===== src/rtl/medidor_faixa_uc.sv =====
// Moore control unit for the range meter: measure, latch, send "XYZ#", detect hit.
// Optional echo watchdog enabled by defining MEDIDOR_UC_TIMEOUT_EN.
module medidor_faixa_uc #(
  parameter int TIMEOUT_CYCLES = 2_500_000,
  parameter int TIMEOUT_W      = 22
) (
  input  logic       clock,
  input  logic       reset,
  input  logic       ligar,
  input  logic       fim_time,
  input  logic       pronto_medida,
  input  logic       pronto_tx,
  input  logic       is_ultimo_char,
  input  logic       acertou,
  output logic       zera,
  output logic       zera_time,
  output logic       zera_char,
  output logic       conta_time,
  output logic       mensurar,
  output logic       partida_tx,
  output logic       conta_prox_char,
  output logic       pronto,
  output logic       db_timeout,
  output logic [3:0] db_estado
);

  typedef enum logic [3:0] {
    inicial          = 4'd0,
    preparacao       = 4'd1,
    espera_intervalo = 4'd2,
    medir            = 4'd3,
    espera_medida    = 4'd4,
    registra         = 4'd5,
    transmite        = 4'd6,
    espera_tx        = 4'd7,
    prox_char        = 4'd8,
    fim_ciclo        = 4'd9,
    acerto           = 4'd10,
    timeout          = 4'd11
  } estado_t;

  estado_t estado, prox;

  if ((64'd1 << TIMEOUT_W) <= 64'(TIMEOUT_CYCLES)) begin : g_bad_w
    $error("TIMEOUT_W too narrow for TIMEOUT_CYCLES");
  end

`ifdef MEDIDOR_UC_TIMEOUT_EN
  logic [TIMEOUT_W-1:0] wd_cnt;
  logic                 wd_fim;
  logic                 to_flag;

  assign wd_fim = (wd_cnt == TIMEOUT_W'(TIMEOUT_CYCLES - 1));

  // Counter restarts in medir so it reads 0 on the first cycle of espera_medida
  always_ff @(posedge clock or posedge reset) begin
    if (reset)
      wd_cnt <= '0;
    else if (estado == medir)
      wd_cnt <= '0;
    else if (estado == espera_medida)
      wd_cnt <= wd_cnt + 1'b1;
  end

  always_ff @(posedge clock or posedge reset) begin
    if (reset)
      to_flag <= 1'b0;
    else if (prox == timeout)
      to_flag <= 1'b1;
    else if (prox == preparacao)
      to_flag <= 1'b0;
  end

  assign db_timeout = to_flag;
`else
  assign db_timeout = 1'b0;
`endif

  always_ff @(posedge clock or posedge reset) begin
    if (reset)
      estado <= inicial;
    else
      estado <= prox;
  end

  always_comb begin
    prox = inicial;
    unique case (estado)
      inicial:
        prox = ligar ? preparacao : inicial;
      preparacao:
        prox = espera_intervalo;
      espera_intervalo:
        if (!ligar)
          prox = inicial;
        else if (fim_time)
          prox = medir;
        else
          prox = espera_intervalo;
      medir:
        prox = espera_medida;
      espera_medida:
        if (pronto_medida)
          prox = registra;
`ifdef MEDIDOR_UC_TIMEOUT_EN
        else if (wd_fim)
          prox = timeout;
`endif
        else
          prox = espera_medida;
      registra:
        prox = transmite;
      transmite:
        prox = espera_tx;
      espera_tx:
        if (pronto_tx)
          prox = is_ultimo_char ? fim_ciclo : prox_char;
        else
          prox = espera_tx;
      prox_char:
        prox = transmite;
      fim_ciclo:
        if (acertou)
          prox = acerto;
        else if (ligar)
          prox = espera_intervalo;
        else
          prox = inicial;
      acerto:
        prox = ligar ? acerto : inicial;
`ifdef MEDIDOR_UC_TIMEOUT_EN
      timeout:
        prox = ligar ? espera_intervalo : inicial;
`endif
      default:
        prox = inicial;
    endcase
  end

  always_comb begin
    zera            = 1'b0;
    zera_time       = 1'b0;
    zera_char       = 1'b0;
    conta_time      = 1'b0;
    mensurar        = 1'b0;
    partida_tx      = 1'b0;
    conta_prox_char = 1'b0;
    pronto          = 1'b0;
    unique case (estado)
      preparacao: begin
        zera      = 1'b1;
        zera_time = 1'b1;
        zera_char = 1'b1;
      end
      espera_intervalo: conta_time      = 1'b1;
      medir:            mensurar        = 1'b1;
      transmite:        partida_tx      = 1'b1;
      prox_char:        conta_prox_char = 1'b1;
      fim_ciclo: begin
        zera_char = 1'b1;
        zera_time = 1'b1;
      end
      acerto:           pronto          = 1'b1;
`ifdef MEDIDOR_UC_TIMEOUT_EN
      timeout: begin
        zera      = 1'b1;
        zera_time = 1'b1;
        zera_char = 1'b1;
      end
`endif
      default: ;
    endcase
  end

  assign db_estado = estado;

endmodule


===== config.mk =====
export PLATFORM = sky130hd
export DESIGN_NAME = medidor_faixa_uc
export DESIGN_NICKNAME = d
export VERILOG_FILES = /design/src/rtl/medidor_faixa_uc.sv
export SDC_FILE = /design/constraint.sdc
export NUM_CORES = 1
export LEC_CHECK = 0
export ABC_AREA = 1
export BUFFER_PORTS_ARGS = -buffer_cell sky130_fd_sc_hd__buf_2
export CAP_MARGIN = 20
export CORE_AREA = 2 2 39 41
export CTS_CLUSTER_DIAMETER = 80
export DETAILED_ROUTE_END_ITERATION = 10
export DIE_AREA = 0 0 41 43
export PLACE_DENSITY = 0.64
export SYNTH_ARGS = -nofsm -noshare
export SYNTH_HDL_FRONTEND = slang
export SYNTH_SLANG_ARGS = --single-unit
export TNS_END_PERCENT = 5

===== constraint.sdc =====
create_clock -name clock -period 2.2 [get_ports clock]
set_clock_uncertainty 0.15 [all_clocks]
set_input_delay 0 -clock clock [delete_from_list [all_inputs] [get_ports clock]]
set_output_delay 0 -clock clock [all_outputs]
set_load 0.05 [all_outputs]

## After elaboration in Yosys (flattened, before gate mapping)

Index checks and enable logic that the tools add are counted.

| cells by class | value |
|---|---|
| $add $sub $neg | 0 |
| $mul | 0 |
| divide/modulo/power cells | 0 |
| magnitude comparators | 0 |
| eq/ne operators | 10 |
| shift-type cells | 0 |
| muxes and demuxes | 17 |
| bitwise gates (word level) | 0 |
| reductions and logical operators | 3 |

Operator list:

| cell | number |
|---|---|
| case mux 4 bit (10 select lines) | 1 |
| == test 4 x 3 -> 1 bit, second input constant | 4 |
| == test 4 bit, second input constant | 3 |
| two-way mux 4 bit | 3 |
| two-way mux 1 bit | 11 |
| == test 4 x 2 -> 1 bit, second input constant | 2 |
| == test 4 x 1 -> 1 bit, second input constant | 1 |
| logical NOT 4 bit | 1 |
| two-way mux 2 bit | 2 |
| OR reduction 2 bit | 2 |

| storage, ports and cells | value |
|---|---|
| register bits | 4 |
| bits in latches | 0 |
| RAM bits | 0 |
| memory bits (read-only) | 0 |
| bits of input ports | 8 |
| output and inout port bits | 13 |
| word-level logic and storage cells | 31 |
| memories kept | 0 |

## Depth between registers and ports, before layout

Gate-level depths: netlist of run 1.

| depth | value |
|---|---|
| word-level depth | 3 |
| mapped depth | 6 |
| mapped depth without buffers | 6 |

## Worst setup path after synthesis of run 1

Ideal clock, no wire load.

| timing | value |
|---|---|
| path kind | register -> output |
| start point | reg estado[0] (netlist: db_estado[0]) |
| end point | out zera_time |
| data arrival time | 2351 ps |
| required time | 2050 ps |
| slack | -301 ps |
| cell stages (with the launch flop) | 4 |
| buffers on the path | 1 |
| cell sequence | dfrtp_1 inv_2 nor3_1 buf_4 |

| on the way | value |
|---|---|
| longest elaborated chain between the ends | 3 |

Ends and longest elaborated chain:

| what | RTL line | RTL |
|---|---|---|
| start: declaration | 42 | `estado_t estado, prox;` |
| start signal: assignment | 81 | `estado <= inicial;` |
| start signal: assignment | 83 | `estado <= prox;` |
| == test 4 bit or == test 4 x 1 -> 1 bit (tied branches) | -- |  |
| OR reduction 2 bit (no source line) * | -- |  |
| two-way mux 1 bit * | -- |  |
| end: declaration | 16 | `output logic zera_time,` |

Mark *: on every way between the ends. The rest lies on a longest branch, timed or not.

## Worst setup path in the final report of run 1

| timing | value |
|---|---|
| start point | reg estado[1] (netlist: db_estado[1]) |
| end point | reg estado[3] (netlist: db_estado[3]) |

| on the way | value |
|---|---|
| longest elaborated chain between the ends | 3 |

Ends and longest elaborated chain:

| what | RTL line | RTL |
|---|---|---|
| == test 4 bit or == test 4 x 3 -> 1 bit (tied branches) | 88 | `unique case (estado)` |
| OR reduction 2 bit (no source line) | -- |  |
| case mux 4 bit (10 select lines) * | 88 |  |
| named net prox[3] | 42 |  |

Mark *: on every way through the listed nets, which the timed path passes. The rest lies on a longest branch.

==> results of run 1 <==
## how the worst min path moves through the flow
| stage | endpoint |
|---|---|
| 4_1_cts | db_estado[3] |
| 3_5_place_dp | db_estado[3] |
| 6_report | db_estado[0] |
| 3_3_place_gp | db_estado[2] |
| 2_1_floorplan | db_estado[0] |
| 5_1_grt | db_estado[2] |
## metal layers
layer	vias to the layer above	part of all wire	wire, µm
met3	0	0.044	43
li1	236	-	-
met4	0	0	0
met5	-	0	0
met1	192	0.46	446
met2	12	0.50	488
## power by group
| group | internal, mW | total [mW] | switching, mW | leakage (nW) |
|---|---|---|---|---|
| clock network | 0.0608 | 0.0876 | 0.0268 | 0.0138 |
| logic | 0.146 | 0.584 | 0.438 | 0.278 |
| registers | 0.104 | 0.162 | 0.0580 | 0.0511 |
## area by class of cell
| type | instances | area [µm²] | share of cell area |
|---|---|---|---|
| Clock buffer | 3 | 22.5 | 0.0390 |
| Tap cell | 16 | 20.0 | 0.0346 |
| Inverter | 13 | 48.8 | 0.0844 |
| Timing Repair Buffer | 27 | 175 | 0.303 |
| Multi-Input combinational cell | 40 | 211 | 0.366 |
| Sequential cell | 4 | 100 | 0.173 |
## tightest hold or removal path: stages
cell           delay, ns
dlygate4sd3_1       0.53
buf_2               0.12
inv_1               0.12
## through the flow
step / util / worst slack [ns] / hold WS (ns)
floorplan: - / 0.0712 / -0.384
global placement: 0.344 / 0.857 / -0.263
detailed placement: 0.344 / 0.851 / -0.266
CTS: 0.418 / 0.442 / 0.0310
global route: 0.418 / 0.315 / 0.0701
finish: 0.418 / 0.419 / 0.0452
## what timing repair did
item / 4_1_cts / 5_1_grt
gates resized for setup: 0 / 0
hold endpoints to repair: 8 / 0
hold buffers: 8 / 0
## Yosys cell counts
| library cell | count | area share |
|---|---|---|
| inv_1 | 11 | 0.11 |
| conb_1 | 1 | 0.010 |
| nor3_1 | 2 | 0.027 |
| nand3_2 | 1 | 0.027 |
| a21oi_2 | 1 | 0.024 |
| dfrtp_1 | 4 | 0.27 |
| nand3_1 | 3 | 0.041 |
| nand2_2 | 1 | 0.017 |
| inv_2 | 2 | 0.020 |
| nand4_1 | 3 | 0.051 |
| o211ai_1 | 2 | 0.041 |
| nor2_2 | 4 | 0.068 |
| nor2_1 | 6 | 0.061 |
| buf_4 | 2 | 0.041 |
| nand3b_1 | 1 | 0.020 |
| nor2_4 | 1 | 0.030 |
| nand2_1 | 14 | 0.14 |
## kinds of logic (layout without fill, tap and decap cells)
group	after synthesis	count (layout)
AOI/OAI and AO/OA	3	3
other	1	1
buffers and inverters	15	43
DFF	4	4
and+or+nand+nor	36	36
==> flow_summary.json, run 1 <==
{
  "vdd_ir_drop_max_mv": 0.497,
  "mappedNetlistNets": 67,
  "design.portCount": 21,
  "critical_path.reg2reg.startpoint": "db_estado[1]",
  "first_global_vias": 409,
  "via_per_inst": 4.27,
  "fmax_ghz": 0.561,
  "share_of_cell_area_taken_by_muxes_after_synthesis": 0,
  "post-cts-setup-buffers": 0,
  "clock_tree_from_tritoncts": "yes",
  "half_perimeter_wire_length_after_placement_um": 777,
  "clock_tree.root_cell": "clkbuf_4",
  "min_period_over_period": 0.810,
  "final_area_um2": 578,
  "outcome": "completed",
  "globalRouteMet1Util": 0.133,
  "worstSetupStartpoint": "db_estado[1]",
  "global_route.usage.total": 0.128,
  "drt_pre_antenna_iters": 2,
  "drt-wirelength-per-cell_um": 9.49,
  "worstPathMaxFanout": 7,
  "detail_route.drc_violations": 0,
  "synthesis.area_um2": 370,
  "finalNetCount": 97,
  "final.min_clock_period_ns": 1.78,
  "critical_path.cell_chain": "inv_2 > nor2_4 > nand2_2 > o211ai_1 > dlygate4sd3_1",
  "yosys_warnings": 0,
  "die-area_mm2": 0.00176,
  "dieHeight_um": 43,
  "timing_max_transition_violations_final": 0,
  "timing.rr.end": "db_estado[3]",
  "synth-seq-area-share": 0.270,
  "critical_path.top_delay_family": "buffers and inverters",
  "drt_wl_total_um": 977,
  "synthesized_area_fraction_occupied_by_ao_oa_aoi_and_oai_cells": 0.0642,
  "port_buffers": 19,
  "hold_path.class": "primary input to asynchronous set/reset pin",
  "layout.cells.most_common": "buf_2",
  "cts.sinks": 4,
  "largest_register_ff_count": 4,
  "final_hold_viol_count": 0,
  "grt_antenna_before_repair": 0,
  "place.gp.congestion": 0.808,
  "route.antenna.remaining_nets": 0,
  "rsz0062_at_grt": "no",
  "syn_area_per_cell_um2": 6.28,
  "grt.met3_usage": 0.0314,
  "cp_data_required_time_ns": 2.21,
  "total_negative_setup_slacks_ns": 0,
  "end_point_of_the_critical_path": "db_estado[3]",
  "grt_start_max_net_pins": 8,
  "drive_gt1_frac": 0.379,
  "synth_cell_types": 17,
  "synthSimpleGateAreaFrac": 0.483,
  "initial_core_util": 0.268,
  "path_buf_inv": 2,
  "synth.ff_latch_count": 4,
  "gr-max-usage-layer": "met2",
  "global_route.overflow_total": 0,
  "synth_xor_xnor_area_share": 0,
  "global_route.usage.met2": 0.213,
  "worstSetupPathDepth": 5,
  "antenna_cells": 0,
  "critPathMaxStageDelay_ns": 0.58,
  "final_cells": 103,
  "setup_violations": 0,
  "core_region_area_mm2": 0.00138,
  "most-common-layout-cells": "19 x buf_2, 14 x nand2_1, 11 x inv_1",
  "worstSetupPathType": "flip-flop to flip-flop",
  "synth_top_family_by_area": "simple AND/OR/NAND/NOR gates",
  "detailroute.via_count": 440,
  "critPathLaunchType": "flip-flop",
  "cp_data_arrival_time_ns": 1.79,
  "syn_to_final_growth_pct": 56.1,
  "drv.max_cap_violation_count": 0,
  "first_pass_grt_wire_length_mm": 1.50,
  "p_leak_nw": 0.343,
  "yosys.area_share.adder": 0,
  "cts_buffer_depth": 2,
  "clock_latency_ns": 0.23,
  "setup.reg_to_reg.worst_slack_ns": 0.42,
  "h_tree_level_count": 1,
  "post-place-cells": 92,
  "chipWidth_um": 41,
  "final.fill_count": 154,
  "synthesis.instances": 59,
  "cts_inserted_buffers": 3,
  "worst_setup_path_end_kind": "flip-flop",
  "drtIter0Drc": 6,
  "post-layout-total-power_mw": 0.833,
  "cts.reportedPaths.clkPinSlew_ns": 0.04,
  "num_rows": 14,
  "cellPowerDensity_mw_per_mm2": 1440,
  "critical-path-slowest-cell": "dlygate4sd3_1",
  "ff2ff_path_depth": 5,
  "placed_area_um2": 475
}
No activity file was read; power rests on OpenSTA's default activity.
==> inputs of run 2 (changes only) <==
Settings changed: ABC_AREA 1 to 0, PLACE_DENSITY 0.64 to 0.63.
Clock period 2.2 ns to 1.85 ns, I/O delays scaled along.
==> flow_summary.json, run 2 <==
{
  "drtIter0Drc": 0,
  "layout.cells.most_common": "buf_2",
  "place.gp.congestion": 0.744,
  "worst_setup_margin_ns": 0.0811,
  "cp_data_arrival_time_ns": 1.72,
  "clock_tree_from_tritoncts": "yes",
  "syn_area_per_cell_um2": 8.01,
  "synth_enable_flop_cells": 0,
  "path_buf_inv": 1,
  "share_of_cell_area_taken_by_muxes_after_synthesis": 0.0278,
  "post_synth_main_area_contributors": "dfrtp_1 28%, buf_4 6.3%, nand2_1 5.2%, nor3_1 4.2%, nor2_1 4.2%",
  "critical_path.top_delay_family": "buffers and inverters",
  "final.min_clock_period_ns": 1.77,
  "syn_to_final_growth_pct": 50.7,
  "design.portCount": 21,
  "critical_path.reg2reg.startpoint": "db_estado[1]",
  "timing.rr.end": "db_estado[0]",
  "synth_top_family_by_area": "simple AND/OR/NAND/NOR gates",
  "grt_antenna_before_repair": 0,
  "first_global_vias": 361,
  "setup.reg_to_reg.worst_slack_ns": 0.08,
  "total_negative_setup_slacks_ns": 0,
  "post-cts-setup-buffers": 0,
  "synth.ff_latch_count": 4,
  "first_pass_grt_wire_length_mm": 1.59,
  "die-area_mm2": 0.00176,
  "end_point_of_the_critical_path": "db_estado[0]",
  "finalNetCount": 79,
  "regArea_um2": 100,
  "ys_async_sr_fraction": 1.00,
  "core_region_area_mm2": 0.00138,
  "detail_route.drc_violations": 0,
  "port_buffers": 19,
  "critical-path-slowest-cell": "dlygate4sd3_1",
  "footprint_of_the_multi_input_gates_um2": 233,
  "critical_path.cell_chain": "and2b_1 > nand4_1 > dlygate4sd3_1 > nand3_1",
  "timing_max_transition_violations_final": 0,
  "post-route-util": 0.392,
  "worst_setup_path_end_kind": "flip-flop",
  "hold_path.class": "primary input to flip-flop",
  "final.fill_count": 146,
  "detailroute.via_count": 394,
  "drt_pre_antenna_iters": 1,
  "drv.max_cap_violation_count": 0,
  "worstSetupStartpoint": "db_estado[1]",
  "cts.reportedPaths.clkPinSlew_ns": 0.04,
  "via_per_inst": 4.64,
  "p_leak_nw": 0.276,
  "synth_cell_types": 29,
  "synthesis.instances": 45,
  "grt_start_max_net_pins": 13,
  "rsz0062_at_grt": "no",
  "global_route.usage.total": 0.137,
  "cp_data_required_time_ns": 1.80,
  "cellPowerDensity_mw_per_mm2": 1790,
  "synth-seq-area-share": 0.278,
  "cts.sinks": 4,
  "synthMostInstantiatedCell": "nand2_1",
  "antenna_cells": 0,
  "critPathMaxStageDelay_ns": 0.55,
  "drt-wirelength-per-cell_um": 11.3,
  "fmax_ghz": 0.565,
  "drt_wl_total_um": 957,
  "cts_inserted_buffers": 3,
  "worstSetupPathDepth": 4,
  "synthesis.area_um2": 360,
  "cts_buffer_depth": 2,
  "half_perimeter_wire_length_after_placement_um": 750,
  "ff2ff_path_depth": 4,
  "vdd_ir_drop_max_mv": 0.873,
  "yosys_warnings": 0,
  "final_hold_viol_count": 0,
  "initial_core_util": 0.260,
  "yosys.area_share.adder": 0,
  "setup_violations": 0,
  "detailedPlace.worstSlack_ns": 0.259,
  "synthesized_area_fraction_occupied_by_ao_oa_aoi_and_oai_cells": 0.163,
  "synth_xor_xnor_area_share": 0,
  "synth.cells.most_frequent": "5 x nand2_1, 4 x dfrtp_1, 4 x nor2_1",
  "synthFlopType": "dfrtp_1",
  "synthSimpleGateAreaFrac": 0.385,
  "num_rows": 14,
  "most-common-layout-cells": "19 x buf_2, 5 x nand2_1, 5 x dlygate4sd3_1",
  "clock_tree.root_cell": "clkbuf_4",
  "dieHeight_um": 43,
  "worstPathMaxFanout": 12,
  "worstSetupPathType": "flip-flop to flip-flop",
  "mappedNetlistNets": 53,
  "largest_register_ff_count": 4,
  "synthDominantAreaCellType": "dfrtp_1",
  "min_period_over_period": 0.956,
  "synthDominantCellAreaShare": 0.278,
  "cts_resized": 0,
  "clock_latency_ns": 0.24,
  "h_tree_level_count": 1,
  "chipWidth_um": 41,
  "drive_gt1_frac": 0.435,
  "outcome": "completed",
  "critPathLaunchType": "flip-flop",
  "global_route.overflow_total": 0,
  "route.antenna.remaining_nets": 0
}
-- run 2: per-layer routing --
metal  up-vias  track usage  wire [µm]
met5         -            0          0
met4         0       0.0467         10
met3         2       0.0890         65
met2        14        0.194        490
met1       172        0.162        390
li1        206            -          -
-- run 2: worst min path at each step --
stage / start / endpoint / cells after the start
floorplan: reset / db_estado[0] / 1
global placement: reset / db_estado[2] / 2
detailed placement: reset / db_estado[2] / 2
CTS: pronto_tx / db_estado[3] / 3
global route: pronto_tx / db_estado[3] / 3
finish: pronto_tx / db_estado[0] / 4
-- run 2: cell families after synthesis --
family                 after synthesis
AND/OR/NAND/NOR                     24
AO/OA/AOI/OAI                        8
buffers and inverters                7
flip-flops                           4
multiplexers                         1
other                                1
-- run 2: worst reg2reg max path, cell delays in order, from the launching register on --
cell and delay [ns]:
dfrtp_1 0.51, and2b_1 0.25, nand4_1 0.09, dlygate4sd3_1 0.55, nand3_1 0.08
-- run 2: final cells by class --
class	count	share of cell area
Clock buffer	3	0.0415
Tap cell	16	0.0369
Sequential cell	4	0.184
Inverter	2	0.0138
Multi-Input combinational cell	34	0.429
Timing Repair Buffer	26	0.295
-- run 2: repair_timing --
action,CTS,global route
hold buffers,5,0
endpoints found under the setup margin,0,0
hold endpoints to repair,6,0
-- run 2: through the flow --
step,hold slack [ns],instance area [µm²],instances,power (mW)
floorplan,-0.384,382,45,0.746
global placement,-0.265,470,77,0.853
detailed placement,-0.267,470,77,0.864
CTS,0.000569,543,85,0.982
global route,0.0126,543,85,1.05
finish,0.0114,543,85,0.972
-- run 2: report_power, final --
part / leakage (nW) / internal, mW / switching, mW
clock: 0.0138 / 0.0724 / 0.0345
combinational: 0.212 / 0.209 / 0.439
sequential: 0.0501 / 0.124 / 0.0931
==> inputs of run 3 (changes only) <==
Settings changed: PLACE_DENSITY 0.63 to unset.
==> flow_summary.json, run 3 (synthesis results as in run 2) <==
{
  "detail_route.drc_violations": 0,
  "drv.max_cap_violation_count": 0,
  "place.gp.congestion": 0.784,
  "hold-path-cell-count": 4,
  "dieHeight_um": 43,
  "die-area_mm2": 0.00176,
  "placed_area_um2": 470,
  "h_tree_level_count": 1,
  "drt_pre_antenna_iters": 2,
  "critPathLaunchType": "flip-flop",
  "global_route.overflow_total": 0,
  "drt_wl_total_um": 894,
  "finalNetCount": 79,
  "most-common-layout-cells": "19 x buf_2, 5 x nand2_1, 5 x dlygate4sd3_1",
  "initial_core_util": 0.260,
  "p_leak_nw": 0.276,
  "half_perimeter_wire_length_after_placement_um": 752,
  "worstPathMaxFanout": 12,
  "drtIter0Drc": 1,
  "worstSetupStartpoint": "db_estado[1]",
  "grt_start_max_net_pins": 13,
  "syn_to_final_growth_pct": 50.7,
  "drt-wirelength-per-cell_um": 10.5,
  "detailroute.via_count": 397,
  "final_cells": 85,
  "detailedPlace.worstSlack_ns": 0.270,
  "largest_register_ff_count": 4,
  "vdd_ir_drop_max_mv": 1.09,
  "outcome": "completed",
  "core_region_area_mm2": 0.00138,
  "timing_max_transition_violations_final": 0,
  "critPathMaxStageDelay_ns": 0.55,
  "cellPowerDensity_mw_per_mm2": 1770,
  "worstSetupPathType": "flip-flop to flip-flop",
  "worst_setup_path_end_kind": "flip-flop",
  "hold_start": "acertou",
  "ff2ff_path_depth": 4,
  "via_per_inst": 4.67,
  "max_layer_used": "met3",
  "fmax_ghz": 0.578,
  "antenna_cells": 0,
  "drive_gt1_frac": 0.435,
  "port_buffers": 19,
  "final_hold_viol_count": 0,
  "cp_data_arrival_time_ns": 1.68,
  "final_area_um2": 543,
  "setup_violations": 0,
  "first_pass_grt_wire_length_mm": 1.52,
  "post-route-util": 0.392,
  "cp_data_required_time_ns": 1.80,
  "global_route.usage.total": 0.129,
  "detailroute.wirelength.met3_um": 54,
  "worst_setup_margin_ns": 0.121,
  "clock_latency_ns": 0.23,
  "final.min_clock_period_ns": 1.73,
  "met2RoutedLength_um": 448,
  "design.portCount": 21,
  "num_rows": 14,
  "critical_path.reg2reg.startpoint": "db_estado[1]",
  "final.fill_count": 140,
  "route.antenna.remaining_nets": 0,
  "footprint_of_the_multi_input_gates_um2": 233,
  "first_global_vias": 366,
  "rsz0062_at_grt": "no",
  "post-place-cells": 77,
  "hold_path.class": "primary input to flip-flop",
  "critical_path.cell_chain": "and2b_1 > nand4_1 > dlygate4sd3_1 > nand3_1",
  "critical-path-slowest-cell": "dlygate4sd3_1",
  "grt_antenna_before_repair": 0,
  "min_period_over_period": 0.935,
  "cts.reportedPaths.clkPinSlew_ns": 0.04,
  "layout.cells.most_common": "buf_2",
  "post-cts-setup-buffers": 0,
  "regArea_um2": 100,
  "cts_inserted_buffers": 3,
  "cts.sinks": 4,
  "clock_tree_from_tritoncts": "yes",
  "post-layout-total-power_mw": 0.963,
  "clock_tree.root_cell": "clkbuf_4",
  "cts_buffer_depth": 2,
  "chipWidth_um": 41,
  "detail_route.wirelength.met1_um": 392
}
run 3: cell counts in the layout (fill, tap and decap cells not counted):
Identical to the previous run, type by type.
run 3: final timing paths:
path                           endpoint  slack (ns)
max                        db_estado[0]        0.12
min                        db_estado[1]       0.003
max reg2reg                db_estado[0]        0.12
min reg2reg                db_estado[2]        0.44
max in group asynchronous  db_estado[0]        1.37
min in group asynchronous  db_estado[3]        0.04
run 3: critical path, delay by kind of cell (launching register included):
family	cells	cell delay [ns]
AND/OR/NAND/NOR	3	0.40
flip-flops	1	0.50
buffers and inverters	1	0.55
run 3: power breakdown:
group | switching (mW) | leakage [nW] | internal [mW]
combinational | 0.435 | 0.212 | 0.210
clock | 0.0323 | 0.0138 | 0.0723
sequential | 0.0894 | 0.0501 | 0.124
run 3: what timing repair did:
action / CTS / global route
endpoints found under the hold margin: 6 / 0
resized for setup: 0 / 0
hold buffers: 5 / 0
run 3: cell type report:
| class | instances | area share |
|---|---|---|
| timing repair buffer | 26 | 0.295 |
| sequential | 4 | 0.184 |
| multi-input combinational | 34 | 0.429 |
| clock buffer | 3 | 0.0415 |
| tap | 16 | 0.0369 |
| inverter | 2 | 0.0138 |
run 3: through the flow:
stage          hold slack, ns  TNS (ns)
2_1_floorplan          -0.384     -1.15
3_3_place_gp           -0.264         0
3_5_place_dp           -0.263         0
4_1_cts               0.00318         0
5_1_grt                0.0202         0
6_report              0.00346         0
run 3: metal layers:
layer,global-route usage,vias to the layer above
met4,0.0400,0
met1,0.152,180
met3,0.0628,0
li1,-,205
met2,0.197,12
met5,0,-
